--- config.mk ---
export PLATFORM = sky130hd
export DESIGN_NAME = load_store_unit
export DESIGN_NICKNAME = d
export VERILOG_FILES = /design/src/rtl/load_store_unit.sv
export SDC_FILE = /design/constraint.sdc
export NUM_CORES = 1
export LEC_CHECK = 0
export BUFFER_PORTS_ARGS = -buffer_cell sky130_fd_sc_hd__buf_4
export CORE_MARGIN = 2
export CORE_UTILIZATION = 39
export CTS_CLUSTER_SIZE = 10
export DETAILED_ROUTE_END_ITERATION = 7
export GPL_ROUTABILITY_DRIVEN = 0
export HOLD_SLACK_MARGIN = 0.12
export MAX_ROUTING_LAYER = met4
export PLACE_DENSITY = 0.78
export SLEW_MARGIN = 20
export SYNTH_ARGS = -nofsm -noshare
export SYNTH_HDL_FRONTEND = slang
export SYNTH_SLANG_ARGS = --single-unit
export TNS_END_PERCENT = 20
--- constraint.sdc ---
create_clock -name clk -period 1.8 [get_ports clk]
set_input_delay 0.18 -clock clk [delete_from_list [all_inputs] [get_ports clk]]
set_output_delay 0.18 -clock clk [all_outputs]
set_load 0.03 [all_outputs]
--- src/rtl/load_store_unit.sv ---
// Load/store unit: byte-address requests to a word-addressed memory,
// with sub-word loads and read-modify-write sub-word stores.
module load_store_unit #(
  parameter int ADDR_W = 16
) (
  input  logic              clk,
  input  logic              rst,
  input  logic              req,
  input  logic              we,
  input  logic [1:0]        size,
  input  logic              sign_ext,
  input  logic [31:0]       cpu_addr,
  input  logic [31:0]       cpu_wdata,
  output logic              busy,
  output logic              done,
  output logic              err,
  output logic [31:0]       load_data,
  output logic [ADDR_W-1:0] mem_addr,
  output logic              mem_rd,
  output logic              mem_wr,
  output logic [31:0]       mem_wdata,
  input  logic [31:0]       mem_rdata
);

  typedef enum logic [1:0] {
    IDLE,
    ACCESS,
    WRITE,
    DONE
  } state_t;

  state_t state, state_nx;

  logic              we_q;
  logic [1:0]        size_q;
  logic              sext_q;
  logic [1:0]        lane_q;
  logic              bad_q;
  logic [ADDR_W-1:0] addr_q;
  logic [31:0]       wdata_q;
  logic [31:0]       merge_q;
  logic [31:0]       load_q;

  logic        bad;
  logic [4:0]  shamt;
  logic [31:0] lane_word;
  logic [31:0] ext_val;
  logic [31:0] mask;
  logic [31:0] merged;
  logic        rd;
  logic        wr;
  logic [31:0] wdata_c;
  logic        unused;

  assign unused = ^{cpu_addr[31:ADDR_W+2]};

  assign bad = (size == 2'b11)
             | ((size == 2'b01) & cpu_addr[0])
             | ((size == 2'b10) & (|cpu_addr[1:0]));

  // Halfwords are aligned when accepted, so a byte-lane shift serves both.
  assign shamt     = {lane_q, 3'b000};
  assign lane_word = mem_rdata >> shamt;

  always_comb begin
    ext_val = lane_word;
    case (size_q)
      2'b00:   ext_val = {{24{sext_q & lane_word[7]}}, lane_word[7:0]};
      2'b01:   ext_val = {{16{sext_q & lane_word[15]}}, lane_word[15:0]};
      default: ext_val = lane_word;
    endcase
  end

  assign mask   = ((size_q == 2'b00) ? 32'h0000_00ff : 32'h0000_ffff) << shamt;
  assign merged = (merge_q & ~mask) | ((wdata_q << shamt) & mask);

  always_comb begin
    state_nx = state;
    rd       = 1'b0;
    wr       = 1'b0;
    wdata_c  = 32'h0;
    case (state)
      IDLE: begin
        if (req) state_nx = ACCESS;
      end
      ACCESS: begin
        state_nx = DONE;
        if (!bad_q) begin
          if (!we_q) begin
            rd = 1'b1;
          end else if (size_q == 2'b10) begin
            wr      = 1'b1;
            wdata_c = wdata_q;
          end else begin
            rd       = 1'b1;
            state_nx = WRITE;
          end
        end
      end
      WRITE: begin
        wr       = 1'b1;
        wdata_c  = merged;
        state_nx = DONE;
      end
      DONE: begin
        state_nx = IDLE;
      end
      default: state_nx = IDLE;
    endcase
  end

  always_ff @(posedge clk) begin
    if (rst) begin
      state   <= IDLE;
      we_q    <= 1'b0;
      size_q  <= 2'b00;
      sext_q  <= 1'b0;
      lane_q  <= 2'b00;
      bad_q   <= 1'b0;
      addr_q  <= '0;
      wdata_q <= 32'h0;
      merge_q <= 32'h0;
      load_q  <= 32'h0;
    end else begin
      state <= state_nx;
      if (state == IDLE && req) begin
        we_q    <= we;
        size_q  <= size;
        sext_q  <= sign_ext;
        lane_q  <= cpu_addr[1:0];
        bad_q   <= bad;
        addr_q  <= cpu_addr[ADDR_W+1:2];
        wdata_q <= cpu_wdata;
      end
      if (state == ACCESS && !bad_q && !we_q) load_q <= ext_val;
      if (state == ACCESS && we_q) merge_q <= mem_rdata;
    end
  end

  // Strobes are masked by reset so an aborted write never commits.
  assign mem_rd    = rd & ~rst;
  assign mem_wr    = wr & ~rst;
  assign mem_wdata = mem_wr ? wdata_c : 32'h0;
  assign mem_addr  = addr_q;
  assign busy      = (state != IDLE);
  assign done      = (state == DONE);
  assign err       = (state == DONE) & bad_q;
  assign load_data = load_q;

endmodule

==> metrics.md <==
| Metric | Value |
|---|---|
| Post-synthesis xor/xnor area fraction | 0.1513% |
| Yosys top cell by area | dfxtp_1 |
| TritonCTS clock tree | done |
| Initial DRC Count | 645 |
| Crit path arrival time | 1930 ps |
| Post-Route WL | 21.87 mm |
| Largest family of logic cells by synthesized area | compound AO/OA/AOI/OAI gates |
| Placed inst area | 7616 um^2 |
| Max-cap violation count | 0 |
| Number of synthesized flops with an enable pin | 0 |
| Post-synthesis sequential area ratio | 41.84% |
| Layout cells sized above 1 | 31.89% |
| Relative max-transition margin | 59.95% |
| Final core utilization | 65.87% |
| Adder-Cell Fraction of Synth Area | 1.081% |
| Critical path launch point type | flop |
| Fin Hold WS | 137.1 ps |
| Count of different cell masters after synthesis | 44 |
| Final Worst Setup Slack | -313.6 ps |
| List of most frequent post-synthesis cells | 231 x nand2_1, 129 x a21oi_1, 121 x dfxtp_1, 32 x clkbuf_1, 31 x nor2_1 |
| Grt total ovfl | 0 |
| Worst slew pin tran | 598.5 ps |
| Reg2Reg Launch Point | state[1]$_SDFFE_PP0P_ |
| Mean Syn Cell Area | 7.618 um^2 |
| Worst hold path type | in2reg |
| CTS Buffer Depth | 2 |
| First-pass GRT wire length | 33.53 mm |
| Fin. Hold Viols | 0 |
| HP Start | rst |
| Global Route Usage Sum | 27.41% |
| Syn-to-layout area delta | 65.38% |
| Vias in the first global route | 6,506 |
| Die Area | 15,830 um^2 |
| Most frequent cell after synthesis | nand2_1 |
| Status | complete, but fails checks |
| Area fraction of the dominant cell type after synthesis | 41.84% |
| Std cell rows | 44 |
| Synth async-reset ratio | 0% |
| Final Cycle Share | 117.4% |
| Syn_nets | 868 |
| VDD IR-drop max | 0.8090 mV |
| Count of final setup violators | 34 |
| Min Tclk post-route | 2114 ps |
| WL/cell | 17.90 um |
| Crit end category | primary output |
| Die Y-Extent | 125.8 um |
| DP HPWL | 13.96 mm |
| Core Footprint | 14,530 um^2 |
| Largest net degree at the start of global routing | 47 |
| Ys flop type | dfxtp_1 |
| Die X | 125.8 um |
| H-tree levels | 4 |
| Post-route DRC | 0 |
| Mux cell area share after synthesis | 6.440% |
| Leak | 3.616 nW |
| Fin nets | 1,133 |
| Post-route ant nets | 0 |
| Final Max Tran Viols | 0 |
| Simple-gate area share of the yosys netlist | 22.33% |
| Top post-synthesis cells by area | dfxtp_1 42%, nand2_1 15%, a21oi_1 11% |
| Initial antenna violation count | 0 |
| IO Count | 188 |
| CP required | 1620 ps |
| Mapped Area | 5789 um^2 |
| Initial core utilization | 39.83% |
| RSZ-0062 raised after global routing | yes |
| Clock transition at the registers of the reported paths | 60 ps |
| Critical Path Start | state[0]$_SDFFE_PP0P_ |
| ANT cells | 0 |
| Critical Path Fanout Max | 12 |
| # clock sinks | 121 |
| Compound-Gate Fraction of Synth Area | 22.71% |
| Post-Synthesis Cells | 760 |
| Final Cell Area | 9574 um^2 |
| Yosys synthesis warning count | 0 |
| Clk_lat worst skew | 430 ps |
| Vias/cell | 5.512 |
| Root Driver | clkbuf_16 |
| Fmax | 0.4731 GHz |
| Violated checks | negative setup slack |
| DR vias | 6,736 |
| DRT Pass-1 Iters | 5 |
| Power Density | 1265 nW/um^2 |
| Number of port buffers | 173 |
| Num CTS Buffers | 17 |
| Worst Skew | 9.430 ps |
| Yosys reg bits | 121 |
| WS Path Type | reg2out |
## logic make-up (layout without fill, tap and decap cells)
kind of cell               after synthesis  after routing
and+or+nand+nor                        310            310
DFF                                    121            121
adders and majority gates                5              5
muxes                                   35             35
buffers and inverters                   68            346
AOI/OAI and AO/OA                      220            220
xor gates and xnor gates                 1              1
## per-layer routing
metal | track usage (%) | vias up | part of all wire, %
met3 | 6.032 | 100 | 6.4
met1 | 31.95 | 3170 | 40
met5 | - | - | 0
met4 | 13.19 | 0 | 4.5
met2 | 44.93 | 323 | 49
li1 | - | 3143 | -
## metrics by stage
step                cells  power [mW]  setup TNS, ps  setup WS [ps]
floorplan             760       6.353          -2145         -90.73
global placement     1095       7.866         -9.817         -9.817
detailed placement   1095       7.932         -281.2         -40.99
CTS                  1214       11.79          -9472         -332.5
global route         1222       12.67         -11060         -363.0
finish               1222       12.12          -8970         -313.6
## cell usage in the layout, fill, tap and decap left out, types with 9 or more instances in the layout
| cell type | Yosys | final |
|---|---|---|
| dfxtp_1 | 121 | 117 |
| a22oi_1 | 9 | 9 |
| nor2_1 | 31 | 28 |
| o21ai_0 | 9 | 9 |
| buf_4 | 4 | 186 |
| nor2b_1 | 13 | 10 |
| a21oi_1 | 129 | 121 |
| buf_6 | 3 | 30 |
| a31oi_4 | 0 | 15 |
| clkbuf_16 | 0 | 18 |
| mux2i_1 | 26 | 26 |
| dlygate4sd3_1 | 0 | 86 |
| o21a_1 | 10 | 10 |
| nand3_1 | 16 | 16 |
| a211oi_1 | 17 | 17 |
| nand2_1 | 231 | 229 |
## sequential cells by signal, summed over array words and instances (netlist names)
| signal | flops |
|---|---|
| bad_q | 1 |
| lane_q | 2 |
| load_data | 32 |
| mem_addr | 16 |
| merge_q | 32 |
| sext_q | 1 |
| size_q | 2 |
| state | 2 |
| wdata_q | 32 |
| we_q | 1 |
## final cells by class
type                    count  area, um^2
flip-flops and latches    121        2435
clock inverters            15       167.7
inverters                   5       28.78
fillers                  1106        4960
clock buffers              17       425.4
multi-input cells         571        3552
repair buffers            309        2735
well taps                 184       230.2
## path summary, 6_finish.rpt
check | cells past startpoint | slack [ps] | endpoint
min | 2 | 140 | mem_addr[8]$_SDFFE_PP0P_
max | 7 | -310 | mem_wdata[15]
max reg2reg | 9 | 20 | load_data[27]$_SDFFE_PP0P_
min reg2reg | 2 | 450 | mem_addr[11]$_SDFFE_PP0P_
## power breakdown
part / total, mW / leakage [nW] / switching, mW / internal, mW
Clock: 3.44 / 0.274 / 1.38 / 2.06
Sequential: 3.65 / 0.989 / 0.440 / 3.21
Combinational: 5.03 / 2.35 / 2.94 / 2.08
Total: 12.1 / 3.62 / 4.76 / 7.36
## critical path, stage by stage, from the launching register on
cell	delay (ps)
dfxtp_4	390
inv_6	50
ha_4	280
nand2b_4	50
o21bai_4	210
buf_12	190
a31oi_4	180
buf_6	160
## repair_timing
action / CTS / global route
setup buffers: 0 / 7
endpoints found under the hold margin: 87 / 0
pin swaps: 5 / 3
gates cloned: 1 / 1
resized for setup: 53 / 39
hold buffers: 86 / 0
setup endpoints to repair: 35 / 54
Power figures use the tool's default switching activity.
